`config.mk`:
```
export PLATFORM = sky130hd
export DESIGN_NAME = pll_ctrl
export DESIGN_NICKNAME = d
export VERILOG_FILES = /design/src/rtl/pll_ctrl_pkg.sv /design/src/rtl/pll_ctrl_lockdet.sv /design/src/rtl/pll_ctrl.sv
export SDC_FILE = /design/constraint.sdc
export NUM_CORES = 1
export LEC_CHECK = 0
export ABC_CLOCK_PERIOD_IN_PS = 7400
export CORE_ASPECT_RATIO = 1.2
export CORE_MARGIN = 8
export CORE_UTILIZATION = 55
export DETAILED_ROUTE_END_ITERATION = 8
export PLACE_DENSITY = 0.79
export SYNTH_ARGS = -nofsm -noshare
export SYNTH_HDL_FRONTEND = slang
export SYNTH_HIERARCHICAL = 1
export SYNTH_SLANG_ARGS = --single-unit
export TNS_END_PERCENT = 50
```
`constraint.sdc`:
```
create_clock -name CK_REF -period 7.4 [get_ports CK_REF]
set_input_delay 2.22 -clock CK_REF [delete_from_list [all_inputs] [get_ports CK_REF]]
set_output_delay 2.22 -clock CK_REF [all_outputs]
set_load 0.005 [all_outputs]
```
`src/rtl/pll_ctrl_pkg.sv`:
```
// Shared state encoding, default timing parameters and sizing helper for the
// PLL start-up / lock-supervision controller.
package pll_ctrl_pkg;

  typedef enum logic [2:0] {
    ST_OFF    = 3'd0,
    ST_PWRUP  = 3'd1,
    ST_KICK   = 3'd2,
    ST_SETTLE = 3'd3,
    ST_MEAS   = 3'd4,
    ST_LOCKED = 3'd5,
    ST_FAULT  = 3'd6
  } pll_st_e;

  localparam int PWRUP_CYC_D  = 8;
  localparam int KICK_CYC_D   = 16;
  localparam int SETTLE_CYC_D = 1024;
  localparam int WIN_LOG2_D   = 6;
  localparam int TOL_D        = 1;
  localparam int MAX_RETRY_D  = 3;

  // Width of a down-the-line phase timer that must reach the largest of three counts.
  function automatic int tmr_bits(input int a, input int b, input int c);
    int m;
    m = a;
    if (b > m) m = b;
    if (c > m) m = c;
    return (m < 2) ? 1 : $clog2(m);
  endfunction

endpackage

```
`src/rtl/pll_ctrl_lockdet.sv`:
```
// Feedback synchroniser, rising-edge detector, window timer and frequency
// comparator; flags the last cycle of each window and whether it was in tolerance.
module pll_ctrl_lockdet
  import pll_ctrl_pkg::*;
#(
  parameter int WIN_LOG2 = WIN_LOG2_D,
  parameter int TOL      = TOL_D
) (
  input  logic i_clk,
  input  logic i_rst_n,
  input  logic i_run,
  input  logic i_fb,
  output logic o_win_done,
  output logic o_win_good
);

  localparam int NOM = 1 << (WIN_LOG2 - 2);

  logic [2:0]          r_sync;
  logic [WIN_LOG2-1:0] r_tmr;
  logic [WIN_LOG2-1:0] r_cnt;
  logic                w_edge;
  logic                w_last;
  logic [WIN_LOG2-1:0] w_cnt_nxt;
  int                  w_err;

  assign w_edge = r_sync[1] & ~r_sync[2];
  assign w_last = i_run && (r_tmr == '1);

  // Saturating count including an edge seen on the window's final cycle.
  assign w_cnt_nxt = (w_edge && (r_cnt != '1)) ? r_cnt + WIN_LOG2'(1) : r_cnt;

  always_comb begin
    w_err = int'(w_cnt_nxt) - NOM;
    if (w_err < 0) w_err = -w_err;
  end

  assign o_win_done = w_last;
  assign o_win_good = w_last && (w_err <= TOL);

  always_ff @(posedge i_clk or negedge i_rst_n) begin
    if (!i_rst_n) begin
      r_sync <= '0;
      r_tmr  <= '0;
      r_cnt  <= '0;
    end else begin
      r_sync <= {r_sync[1:0], i_fb};
      if (!i_run) begin
        r_tmr <= '0;
        r_cnt <= '0;
      end else begin
        r_tmr <= r_tmr + WIN_LOG2'(1);
        r_cnt <= w_last ? '0 : w_cnt_nxt;
      end
    end
  end

endmodule

```
`src/rtl/pll_ctrl.sv`:
```
// PLL power-up sequencer: power-up, loop kick, settle, then continuous
// frequency-window lock supervision with retry/fault and relock handling.
module pll_ctrl
  import pll_ctrl_pkg::*;
#(
  parameter int PWRUP_CYC  = PWRUP_CYC_D,
  parameter int KICK_CYC   = KICK_CYC_D,
  parameter int SETTLE_CYC = SETTLE_CYC_D,
  parameter int WIN_LOG2   = WIN_LOG2_D,
  parameter int TOL        = TOL_D,
  parameter int MAX_RETRY  = MAX_RETRY_D
) (
  input  logic       CK_REF,
  input  logic       RST_N,
  input  logic       EN,
  input  logic       FB_DIV4,
  output logic       PWRUP_1V8,
  output logic       KICK,
  output logic       LOCKED,
  output logic       FAULT,
  output logic [2:0] STATE
);

  localparam int TW = tmr_bits(PWRUP_CYC, KICK_CYC, SETTLE_CYC);
  localparam int RW = (MAX_RETRY < 2) ? 1 : $clog2(MAX_RETRY);

  pll_st_e       r_st;
  logic [TW-1:0] r_tmr;
  logic [RW-1:0] r_retry;
  logic          r_bad;
  logic          r_arm;
  logic          r_pwr;
  logic          r_kick;
  logic          r_lock;
  logic          r_fault;
  logic          w_run;
  logic          w_done;
  logic          w_good;

  assign PWRUP_1V8 = r_pwr;
  assign KICK      = r_kick;
  assign LOCKED    = r_lock;
  assign FAULT     = r_fault;
  assign STATE     = r_st;

  // Gated by EN so the window counters clear on the same edge the FSM drops to OFF.
  assign w_run = EN && ((r_st == ST_MEAS) || (r_st == ST_LOCKED));

  pll_ctrl_lockdet #(
    .WIN_LOG2 (WIN_LOG2),
    .TOL      (TOL)
  ) u_lockdet (
    .i_clk      (CK_REF),
    .i_rst_n    (RST_N),
    .i_run      (w_run),
    .i_fb       (FB_DIV4),
    .o_win_done (w_done),
    .o_win_good (w_good)
  );

  always_ff @(posedge CK_REF or negedge RST_N) begin
    if (!RST_N) begin
      r_st    <= ST_OFF;
      r_tmr   <= '0;
      r_retry <= '0;
      r_bad   <= 1'b0;
      r_arm   <= 1'b0;
      r_pwr   <= 1'b0;
      r_kick  <= 1'b0;
      r_lock  <= 1'b0;
      r_fault <= 1'b0;
    end else begin
      r_arm <= 1'b1;
      if (!EN) begin
        r_st    <= ST_OFF;
        r_tmr   <= '0;
        r_retry <= '0;
        r_bad   <= 1'b0;
        r_pwr   <= 1'b0;
        r_kick  <= 1'b0;
        r_lock  <= 1'b0;
        r_fault <= 1'b0;
      end else if (r_arm) begin
        // r_arm holds off the first transition until one edge after reset release.
        case (r_st)
          ST_OFF: begin
            r_st  <= ST_PWRUP;
            r_tmr <= '0;
            r_pwr <= 1'b1;
          end
          ST_PWRUP: begin
            if (r_tmr == TW'(PWRUP_CYC - 1)) begin
              r_st   <= ST_KICK;
              r_tmr  <= '0;
              r_kick <= 1'b1;
            end else begin
              r_tmr <= r_tmr + TW'(1);
            end
          end
          ST_KICK: begin
            if (r_tmr == TW'(KICK_CYC - 1)) begin
              r_st   <= ST_SETTLE;
              r_tmr  <= '0;
              r_kick <= 1'b0;
            end else begin
              r_tmr <= r_tmr + TW'(1);
            end
          end
          ST_SETTLE: begin
            if (r_tmr == TW'(SETTLE_CYC - 1)) begin
              r_st  <= ST_MEAS;
              r_tmr <= '0;
            end else begin
              r_tmr <= r_tmr + TW'(1);
            end
          end
          ST_MEAS: begin
            if (w_done) begin
              if (w_good) begin
                r_st    <= ST_LOCKED;
                r_lock  <= 1'b1;
                r_retry <= '0;
                r_bad   <= 1'b0;
              end else if (r_retry == RW'(MAX_RETRY - 1)) begin
                r_st    <= ST_FAULT;
                r_fault <= 1'b1;
                r_pwr   <= 1'b0;
                r_retry <= '0;
              end else begin
                r_retry <= r_retry + RW'(1);
              end
            end
          end
          ST_LOCKED: begin
            // A single bad window is tolerated; a second in a row forces a relock.
            if (w_done) begin
              if (w_good) begin
                r_bad <= 1'b0;
              end else if (r_bad) begin
                r_st   <= ST_KICK;
                r_tmr  <= '0;
                r_lock <= 1'b0;
                r_kick <= 1'b1;
                r_bad  <= 1'b0;
              end else begin
                r_bad <= 1'b1;
              end
            end
          end
          ST_FAULT: begin
            r_st <= ST_FAULT;
          end
          default: begin
            r_st    <= ST_OFF;
            r_pwr   <= 1'b0;
            r_kick  <= 1'b0;
            r_lock  <= 1'b0;
            r_fault <= 1'b0;
          end
        endcase
      end
    end
  end

endmodule

```
==> results of run 1 <==
[worst max path at each step]
stage | to | slack (ns) | startpoint | depth (start not counted)
2_1_floorplan | STATE[0] | 2.64 | EN | 12
3_3_place_gp | r_tmr[8] | 1.45 | EN | 11
3_5_place_dp | r_tmr[8] | 1.32 | EN | 11
4_1_cts | r_tmr[8] | 1.63 | EN | 11
5_1_grt | r_tmr[8] | 1.22 | EN | 11
6_report | r_tmr[8] | 1.60 | EN | 11
[state kept, by name (all words and copies together), names as in the netlist]
| name | flops |
|---|---|
| u_lockdet/r_tmr | 6 |
| PWRUP_1V8 | 1 |
| r_retry | 2 |
| KICK | 1 |
| LOCKED | 1 |
| FAULT | 1 |
| u_lockdet/r_cnt | 6 |
| r_arm | 1 |
| r_tmr | 10 |
| STATE | 3 |
| u_lockdet/r_sync | 3 |
| r_bad | 1 |
[per-stage QoR]
step / hold WS (ns) / cell area, um2
floorplan: 0.3312 / 2421
global placement: 0.3335 / 2492
detailed placement: 0.3355 / 2492
CTS: 0.3543 / 2604
global route: 0.3627 / 2604
finish: 0.3529 / 2604
[worst max-delay path, stage by stage]
cell and delay, ns:
clkdlybuf4s50_1 0.79, nor3b_1 0.68, nand3_1 0.25, a311o_1 0.33, a31oi_1 0.15, o2111a_1 0.29, inv_1 0.09, and3_1 0.15
a31oi_1 0.71, nor3_1 0.11, o22a_1 0.21
[final cells by class]
| class | count | area, um2 | area share, % |
|---|---|---|---|
| Clock buffer | 5 | 68.82 | 2.643 |
| Clock inverter | 3 | 42.54 | 1.634 |
| Inverter | 15 | 56.30 | 2.162 |
| Multi-Input combinational cell | 199 | 1370 | 52.62 |
| Sequential cell | 36 | 900.9 | 34.60 |
| Tap cell | 56 | 70.07 | 2.691 |
| Timing Repair Buffer | 10 | 95.09 | 3.652 |
[report_power, final]
| part | internal, mW | total [mW] | switching [mW] |
|---|---|---|---|
| registers | 0.216 | 0.257 | 0.0414 |
| logic | 0.0948 | 0.193 | 0.0978 |
| clock network | 0.0997 | 0.174 | 0.0745 |
| total | 0.410 | 0.624 | 0.214 |
[layer usage]
metal | wire (um) | track usage, %
met1 | 2111 | 17.29
met2 | 2432 | 27.22
met3 | 275 | 3.252
met4 | 92 | 8.056
met5 | 0 | 0
[synthesized netlist by cell type, types with 2 or more instances]
cell	n	area [um2]
dfrtp_1	36	900.9
nand2_1	24	90.09
nand3_1	21	105.1
inv_1	14	52.55
nor2_1	14	52.55
o21ai_0	11	55.05
xnor2_1	8	70.07
a21oi_1	7	35.03
ha_1	7	87.58
and2_1	6	37.54
buf_4	6	45.04
nand4_1	6	37.54
o21ai_1	6	30.03
a31oi_1	5	31.28
and3_1	5	31.28
mux2i_1	5	50.05
nand2b_1	5	31.28
nor2b_1	5	31.28
nor3_1	4	20.02
o311ai_1	4	35.03
buf_2	3	15.01
xor2_1	3	26.28
a22o_1	2	17.52
a311o_1	2	20.02
a41oi_1	2	17.52
and3_2	2	15.01
buf_6	2	22.52
clkbuf_1	2	7.510
nor4_2	2	25.02
o21a_1	2	15.01
o31ai_1	2	15.01
or3_1	2	12.51
[kinds of logic after synthesis]
group                      count (synthesis)
AOI/OAI and AO/OA                         59
muxes                                      7
other                                      1
and+or+nand+nor                          114
adders and majority gates                  7
xor gates and xnor gates                  11
DFF                                       36
buffers and inverters                     29
==> flow_summary.yaml, run 1 <==
outcome:
  status: "complete, no violations"
yosys:
  synth_fa_ha_area_share_pct: 3.618
  ys_types: 71
  synth_compound_area_share_pct: 17.67
  synth_warnings: 6
  synthArstFlopShare_pct: 100.0
  synth.avg_cell_area_um2: 9.171
  synthSimpleGateAreaFrac_pct: 27.91
  synth_edf_count: 0
  synth_nets: 275
  yosys.area_share.xor_xnor_pct: 3.979
  synth_top_family_by_area: "simple AND/OR/NAND/NOR gates"
  synth_seq_cells: 36
  synth_ff_type: "dfrtp_1"
  netlist_area_mm2: 0.002421
  yosysSeqAreaShare_pct: 37.21
  yosys-mux-area-fraction_pct: 3.256
  syn_inst: 264
pwr:
  power.total_mw: 0.6240
  p_leak_nw: 1.066
  powerDensity_mw_per_mm2: 239.6
  vdd_ir_drop_max_mv: 0.1665
clock_tree:
  post_cts_resized: 0
  postCtsHoldBufs: 0
  cts_tree: "yes"
  numCtsBuffers: 5
  clkTransAtPathRegs_ns: 0.08
  cts_setup_buffers: 0
  clk-insertion-delay-late_ns: 0.29
  cts_buffer_depth: 2
  cts-htree-levels: 2
  cts.sinks: 36
  cts-root-buf: "clkbuf_8"
critical_path:
  crit_required_ns: 7.59
  reg2reg_to: "r_tmr[8]"
  crit_arrival_ns: 5.99
  crit_fanout: 16
  start_kind: "primary input"
  worst-setup-path-type: "in2reg"
  cp-end-kind: "register"
  r2r_start: "u_lockdet/r_cnt[0]"
  r2r_slack_ns: 3.15
  r2r_cells: 14
sta:
  setup_viol: 0
  rsz0062_at_grt: "false"
  drv_slew: 0
  slew_headroom_pct: 36.52
  setup_slack_ns: 1.599
  tightest_slew_ns: 0.9477
  timing.fmax_mhz: 172.4
  min_period_ns: 5.801
  fin_crit_sh_pct: 78.40
  finalHoldViolations: 0
  tns_ns: 0
  skew_ns: 0.008906
cells_and_area:
  final_nets: 278
  area_growth_pct: 7.545
  fin_cells: 324
  antenna_cells: 0
  final_util_pct: 61.10
  final_common_cell: "dfrtp_1"
  drive_gt1_share_pct: 10.45
  final_cell_mix: "36 x dfrtp_1, 24 x nand2_1, 21 x nand3_1"
  n_fill_cell: 342
detailed_routing:
  wl_um: 4912
  num_vias: 1968
  drt_iter0_drc: 118
  viasPerCell: 6.074
  drtAntennaViolNets: 0
  drc: 0
  wl_per_cell_um: 15.16
  firstDrtPassIters: 4
job:
  maxCapViolations: 0
grt:
  first_global_vias: 1940
  grt_max_degree: 37
  overflow: 0
  grt_first_pass_wirelength_um: 8611
  grt_util_all_layers_pct: 15.42
  antenna_found_initial: 0
min_path:
  min_delay_worst_endpoint: "u_lockdet/r_sync[1]"
  whs_path_depth: 0
  hold_class: "reg2reg"
  holdCritStartpoint: "u_lockdet/r_sync[0]"
floorplan:
  rows: 26
  ioPinCount: 11
  start_util_pct: 56.81
  die_h_um: 88.68
  core_area_mm2: 0.004262
  die_area_mm2: 0.006790
  die_w_um: 76.57
place:
  dp_cells: 316
  globalplace.congestion: 0.8839
  place_ws_ns: 1.324
  port_buffers: 10
  dp_hpwl_um: 3389
Note: power is estimated with default switching activity, not from simulation.
==> run 2: changes to the inputs <==
--- a/config.mk
+++ b/config.mk
@@ -5,12 +5,12 @@
 export SDC_FILE = /design/constraint.sdc
 export NUM_CORES = 1
 export LEC_CHECK = 0
-export ABC_CLOCK_PERIOD_IN_PS = 7400
+export ABC_CLOCK_PERIOD_IN_PS = 4800
 export CORE_ASPECT_RATIO = 1.2
 export CORE_MARGIN = 8
 export CORE_UTILIZATION = 55
 export DETAILED_ROUTE_END_ITERATION = 8
-export PLACE_DENSITY = 0.79
+export PLACE_DENSITY = 0.81
 export SYNTH_ARGS = -nofsm -noshare
 export SYNTH_HDL_FRONTEND = slang
 export SYNTH_HIERARCHICAL = 1
==> constraint.sdc (replaced) <==
create_clock -name CK_REF -period 4.8 [get_ports CK_REF]
set_input_delay 1.44 -clock CK_REF [delete_from_list [all_inputs] [get_ports CK_REF]]
set_output_delay 1.44 -clock CK_REF [all_outputs]
set_load 0.005 [all_outputs]
==> flow_summary.yaml, run 2 (synthesis gave the netlist of run 1 again) <==
clock_tree:
  clk-insertion-delay-late_ns: 0.29
  cts-htree-levels: 2
  clkTransAtPathRegs_ns: 0.08
  cts_setup_buffers: 0
  cts.sinks: 36
  numCtsBuffers: 5
  post_cts_resized: 0
  postCtsHoldBufs: 0
  cts-root-buf: "clkbuf_8"
  cts_tree: "yes"
  cts_buffer_depth: 2
place:
  port_buffers: 10
  dpl-instance-area_mm2: 0.002515
  globalplace.congestion: 0.8757
  dp_cells: 319
  place_ws_ns: 0.6246
  dp_hpwl_um: 3507
grt:
  grt_max_degree: 37
  use_met2_pct: 29.88
  grt_use_met3_pct: 3.354
  antenna_found_initial: 0
  met1_usage_pct: 17.16
  grt_first_pass_wirelength_um: 8997
  overflow: 0
  top_usage_layer: "met2"
  grt_util_all_layers_pct: 16.07
  first_global_vias: 2036
sta:
  timing.fmax_mhz: 255.1
  min_period_ns: 3.921
  drv_slew: 0
  skew_ns: 0.007786
  finalHoldViolations: 0
  slew_headroom_pct: 46.30
  tns_ns: 0
  rsz0062_at_grt: "false"
  fin_crit_sh_pct: 81.68
  setup_viol: 0
  setup_slack_ns: 0.8794
  tightest_slew_ns: 0.8054
floorplan:
  die_w_um: 76.57
  ioPinCount: 11
  core_area_mm2: 0.004262
  start_util_pct: 56.81
  die_area_mm2: 0.006790
  die_h_um: 88.68
  rows: 26
pwr:
  vdd_ir_drop_max_mv: 0.3231
  p_int_mw: 0.5970
  power_frac_clock_pct: 24.7
  power_frac_seq_pct: 42.6
  power_frac_comb_pct: 32.7
  power.net_switching_mw: 0.3309
  p_leak_nw: 1.078
  powerDensity_mw_per_mm2: 355.9
  netSwitchingFraction_pct: 35.66
cells_and_area:
  area_growth_pct: 7.700
  final_cell_mix: "36 x dfrtp_1, 24 x nand2_1, 21 x nand3_1"
  drive_gt1_share_pct: 11.44
  top_regs: "r_tmr x10, u_lockdet/r_cnt x6, u_lockdet/r_tmr x6"
  antenna_cells: 0
  final_nets: 281
  final_util_pct: 61.19
  final_common_cell: "dfrtp_1"
  n_fill_cell: 351
  fin_cells: 327
  largest_reg_flops: 10
  top_register: "r_tmr"
  final_area_mm2: 0.002608
min_path:
  hold_class: "reg2reg"
  holdCritStartpoint: "u_lockdet/r_sync[0]"
  min_delay_worst_endpoint: "u_lockdet/r_sync[1]"
  whs_path_depth: 0
critical_path:
  r2r_start: "u_lockdet/r_cnt[0]"
  crit_required_ns: 4.99
  r2r_slack_ns: 0.89
  start_kind: "primary input"
  worst-setup-path-type: "in2reg"
  crit_arrival_ns: 4.11
  crit_fanout: 8
  r2r_cells: 14
  cp-end-kind: "register"
  reg2reg_to: "STATE[0]"
detailed_routing:
  firstDrtPassIters: 4
  wl_um: 5032
  drtAntennaViolNets: 0
  drc: 0
  viasPerCell: 6.034
  num_vias: 1973
  wl_per_cell_um: 15.39
  drt_iter0_drc: 134
job:
  maxCapViolations: 0
outcome:
  status: "complete, no violations"
==> run 2: final cells by class <==
type / instances / area [um2] / area share (%)
repair buffers: 13 / 117.6 / 4.511
well taps: 56 / 70.07 / 2.687
flip-flops and latches: 36 / 900.9 / 34.55
multi-input cells: 199 / 1370 / 52.54
clock buffers: 6 / 82.58 / 3.167
clock inverters: 2 / 10.01 / 0.3839
inverters: 15 / 56.30 / 2.159
==> run 2: worst max-delay path by stage <==
stage,slack [ns],from,to
after floorplan,0.82,EN,STATE[0]
after global placement,0.70,EN,STATE[0]
after detailed placement,0.62,EN,STATE[0]
after CTS,0.91,u_lockdet/r_cnt[0],STATE[0]
after global routing,0.65,u_lockdet/r_cnt[0],STATE[0]
final,0.88,EN,STATE[0]
==> run 2: power by group through the flow <==
stage	logic, mW	registers [mW]	clock network [mW]
floorplan	0.269	0.363	0
global placement	0.295	0.399	0
detailed placement	0.301	0.400	0
CTS	0.303	0.394	0.235
global route	0.337	0.403	0.250
finish	0.303	0.396	0.229
==> run 2: stage by stage <==
stage | hold WS, ns | total power, mW
final | 0.3636 | 0.9279
after floorplan | 0.3312 | 0.6324
after CTS | 0.3645 | 0.9313
after global placement | 0.3355 | 0.6937
after detailed placement | 0.3449 | 0.7006
after global routing | 0.3791 | 0.9900
==> run 2: worst max-delay path, cell delays in order <==
cell	delay [ns]
clkdlybuf4s50_1	0.47
nor3b_1	0.18
buf_4	0.18
nand3_1	0.11
a311o_1	0.29
a31oi_1	0.15
o2111a_1	0.31
and4b_1	0.22
o21ai_0	0.09
and3_1	0.28
nand3_4	0.10
mux2_4	0.29
==> run 2: per-layer routing <==
metal	wire, um	part of all wire, %
met5	0	0
met4	85	1.7
met3	182	3.6
met2	2616	52
met1	2148	43
==> run 3: changes to the inputs <==
--- a/config.mk
+++ b/config.mk
@@ -5,7 +5,7 @@
 export SDC_FILE = /design/constraint.sdc
 export NUM_CORES = 1
 export LEC_CHECK = 0
-export ABC_CLOCK_PERIOD_IN_PS = 4800
+export ABC_CLOCK_PERIOD_IN_PS = 3400
 export CORE_ASPECT_RATIO = 1.2
 export CORE_MARGIN = 8
 export CORE_UTILIZATION = 55
==> constraint.sdc (replaced) <==
create_clock -name CK_REF -period 3.4 [get_ports CK_REF]
set_input_delay 1.02 -clock CK_REF [delete_from_list [all_inputs] [get_ports CK_REF]]
set_output_delay 1.02 -clock CK_REF [all_outputs]
set_load 0.005 [all_outputs]
==> flow_summary.yaml, run 3 (synthesis gave the netlist of run 1 again) <==
outcome:
  status: "complete, no violations"
critical_path:
  r2r_slack_ns: 0.1
  r2r_start: "u_lockdet/r_cnt[0]"
  crit_chain: "ha_2, and3b_2, nand3_4, mux2i_4, buf_6, ha_4, nand2_1, a2111o_1, o311ai_1, o2111a_2, and4b_1, o21ai_2, and3_4, nand3_4, mux2_4"
  r2r_cells: 15
  max_stage_delay_ns: 0.43
  reg2reg_to: "STATE[0]"
  crit_buf_inv: 1
  crit_required_ns: 3.58
  worst-setup-path-type: "reg2reg"
  critPathSlowestCell: "dfrtp_1"
  path_depth: 15
  crit_family: "simple AND/OR/NAND/NOR gates"
  crit_arrival_ns: 3.48
  crit_top_cell: "nand3_4"
  crit_fanout: 5
  cp-end-kind: "register"
  start_kind: "register"
place:
  place_ws_ns: -0.1135
  dp_hpwl_um: 3868
  port_buffers: 10
  dpl-instance-area_mm2: 0.002690
  dp_cells: 338
  globalplace.congestion: 0.9019
detailed_routing:
  firstDrtPassIters: 5
  drtAntennaViolNets: 0
  viasPerCell: 6.043
  wl_um: 5560
  drc: 0
  num_vias: 2115
  drt_iter0_drc: 134
  wl_per_cell_um: 15.89
min_path:
  hold_class: "reg2reg"
  whs_path_depth: 0
  min_delay_worst_endpoint: "u_lockdet/r_sync[1]"
  holdCritStartpoint: "u_lockdet/r_sync[0]"
sta:
  setup_viol: 0
  tightest_slew_ns: 0.7956
  finalHoldViolations: 0
  fin_crit_sh_pct: 97.12
  rsz0062_at_grt: "true"
  slew_headroom_pct: 46.96
  timing.fmax_mhz: 302.8
  min_period_ns: 3.302
  skew_ns: 0.004978
  drv_slew: 0
  setup_slack_ns: 0.09781
cells_and_area:
  top_register: "r_tmr"
  n_fill_cell: 329
  fin_cells: 350
  final_cell_mix: "34 x dfrtp_1, 24 x buf_4, 23 x nand2_1"
  top_regs: "r_tmr x10, u_lockdet/r_cnt x6, u_lockdet/r_tmr x6"
  largest_reg_flops: 10
  antenna_cells: 0
  final_area_mm2: 0.002908
  final_nets: 304
  final_util_pct: 68.23
  final_common_cell: "dfrtp_1"
  area_growth_pct: 20.10
  drive_gt1_share_pct: 24.49
grt:
  grt_first_pass_wirelength_um: 9025
  grt_util_all_layers_pct: 16.45
  first_global_vias: 1971
  antenna_found_initial: 0
  grt_max_degree: 37
  overflow: 0
clock_tree:
  cts_tree: "yes"
  numCtsBuffers: 5
  clk-insertion-delay-late_ns: 0.29
  postCtsHoldBufs: 0
  cts_buffer_depth: 2
  cts.sinks: 36
  cts-root-buf: "clkbuf_8"
  cts-htree-levels: 2
  clkTransAtPathRegs_ns: 0.07
pwr:
  power.total_mw: 1.432
  powerDensity_mw_per_mm2: 492.3
  vdd_ir_drop_max_mv: 0.3525
  p_leak_nw: 1.188
floorplan:
  die_w_um: 76.57
  start_util_pct: 56.81
  core_area_mm2: 0.004262
  rows: 26
  ioPinCount: 11
  die_area_mm2: 0.006790
  die_h_um: 88.68
job:
  maxCapViolations: 0
-- run 3: routing by layer --
| metal | vias up | global-route usage [%] | routed length, um |
|---|---|---|---|
| met4 | 0 | 6.130 | 59 |
| met3 | 6 | 3.049 | 160 |
| met5 | - | 0 | 0 |
| met2 | 44 | 29.80 | 2948 |
| met1 | 1051 | 18.97 | 2392 |
| li1 | 1014 | - | - |
-- run 3: power breakdown --
group          total (mW)  switching [mW]  internal (mW)
Clock               0.376           0.159          0.217
Sequential          0.526          0.0559          0.470
Combinational       0.529           0.268          0.261
Total                1.43           0.483          0.948
-- run 3: worst reg2reg max path, delay by kind of cell, from the launching register on --
| kind | cells | cell delay (ns) |
|---|---|---|
| and+or+nand+nor | 6 | 0.87 |
| AOI/OAI and AO/OA | 4 | 0.83 |
| muxes | 2 | 0.56 |
| DFF | 1 | 0.43 |
| adders and majority gates | 2 | 0.36 |
| buffers and inverters | 1 | 0.14 |
-- run 3: timing repair --
action,in CTS,in global routing
pin swaps,0,9
endpoints found under the setup margin,4,16
setup buffers,1,3
resized for setup,1,20
-- run 3: area by class of cell --
| cell class | count | area (um2) | area share, % |
|---|---|---|---|
| multi-input cells | 199 | 1469 | 50.52 |
| flip-flops and latches | 36 | 903.4 | 31.07 |
| repair buffers | 36 | 297.8 | 10.24 |
| well taps | 56 | 70.07 | 2.410 |
| clock buffers | 5 | 68.82 | 2.367 |
| inverters | 15 | 56.30 | 1.936 |
| clock inverters | 3 | 42.54 | 1.463 |
-- run 3: how the worst max path moves through the flow --
stage                              from        to  slack, ns
global placement                     EN  STATE[0]      -0.08
finish               u_lockdet/r_cnt[0]  STATE[0]        0.1
floorplan            u_lockdet/r_cnt[1]  STATE[0]       0.01
CTS                  u_lockdet/r_cnt[0]  STATE[0]      0.002
detailed placement                   EN  STATE[0]      -0.11
global route        u_lockdet/r_sync[2]  STATE[0]      -0.04
-- run 3: per-stage QoR --
stage | setup TNS [ns] | hold WS (ns)
global route | -0.1402 | 0.3643
finish | 0 | 0.3537
global placement | -0.1747 | 0.3389
CTS | 0 | 0.3582
detailed placement | -0.4216 | 0.3404
floorplan | 0 | 0.3312
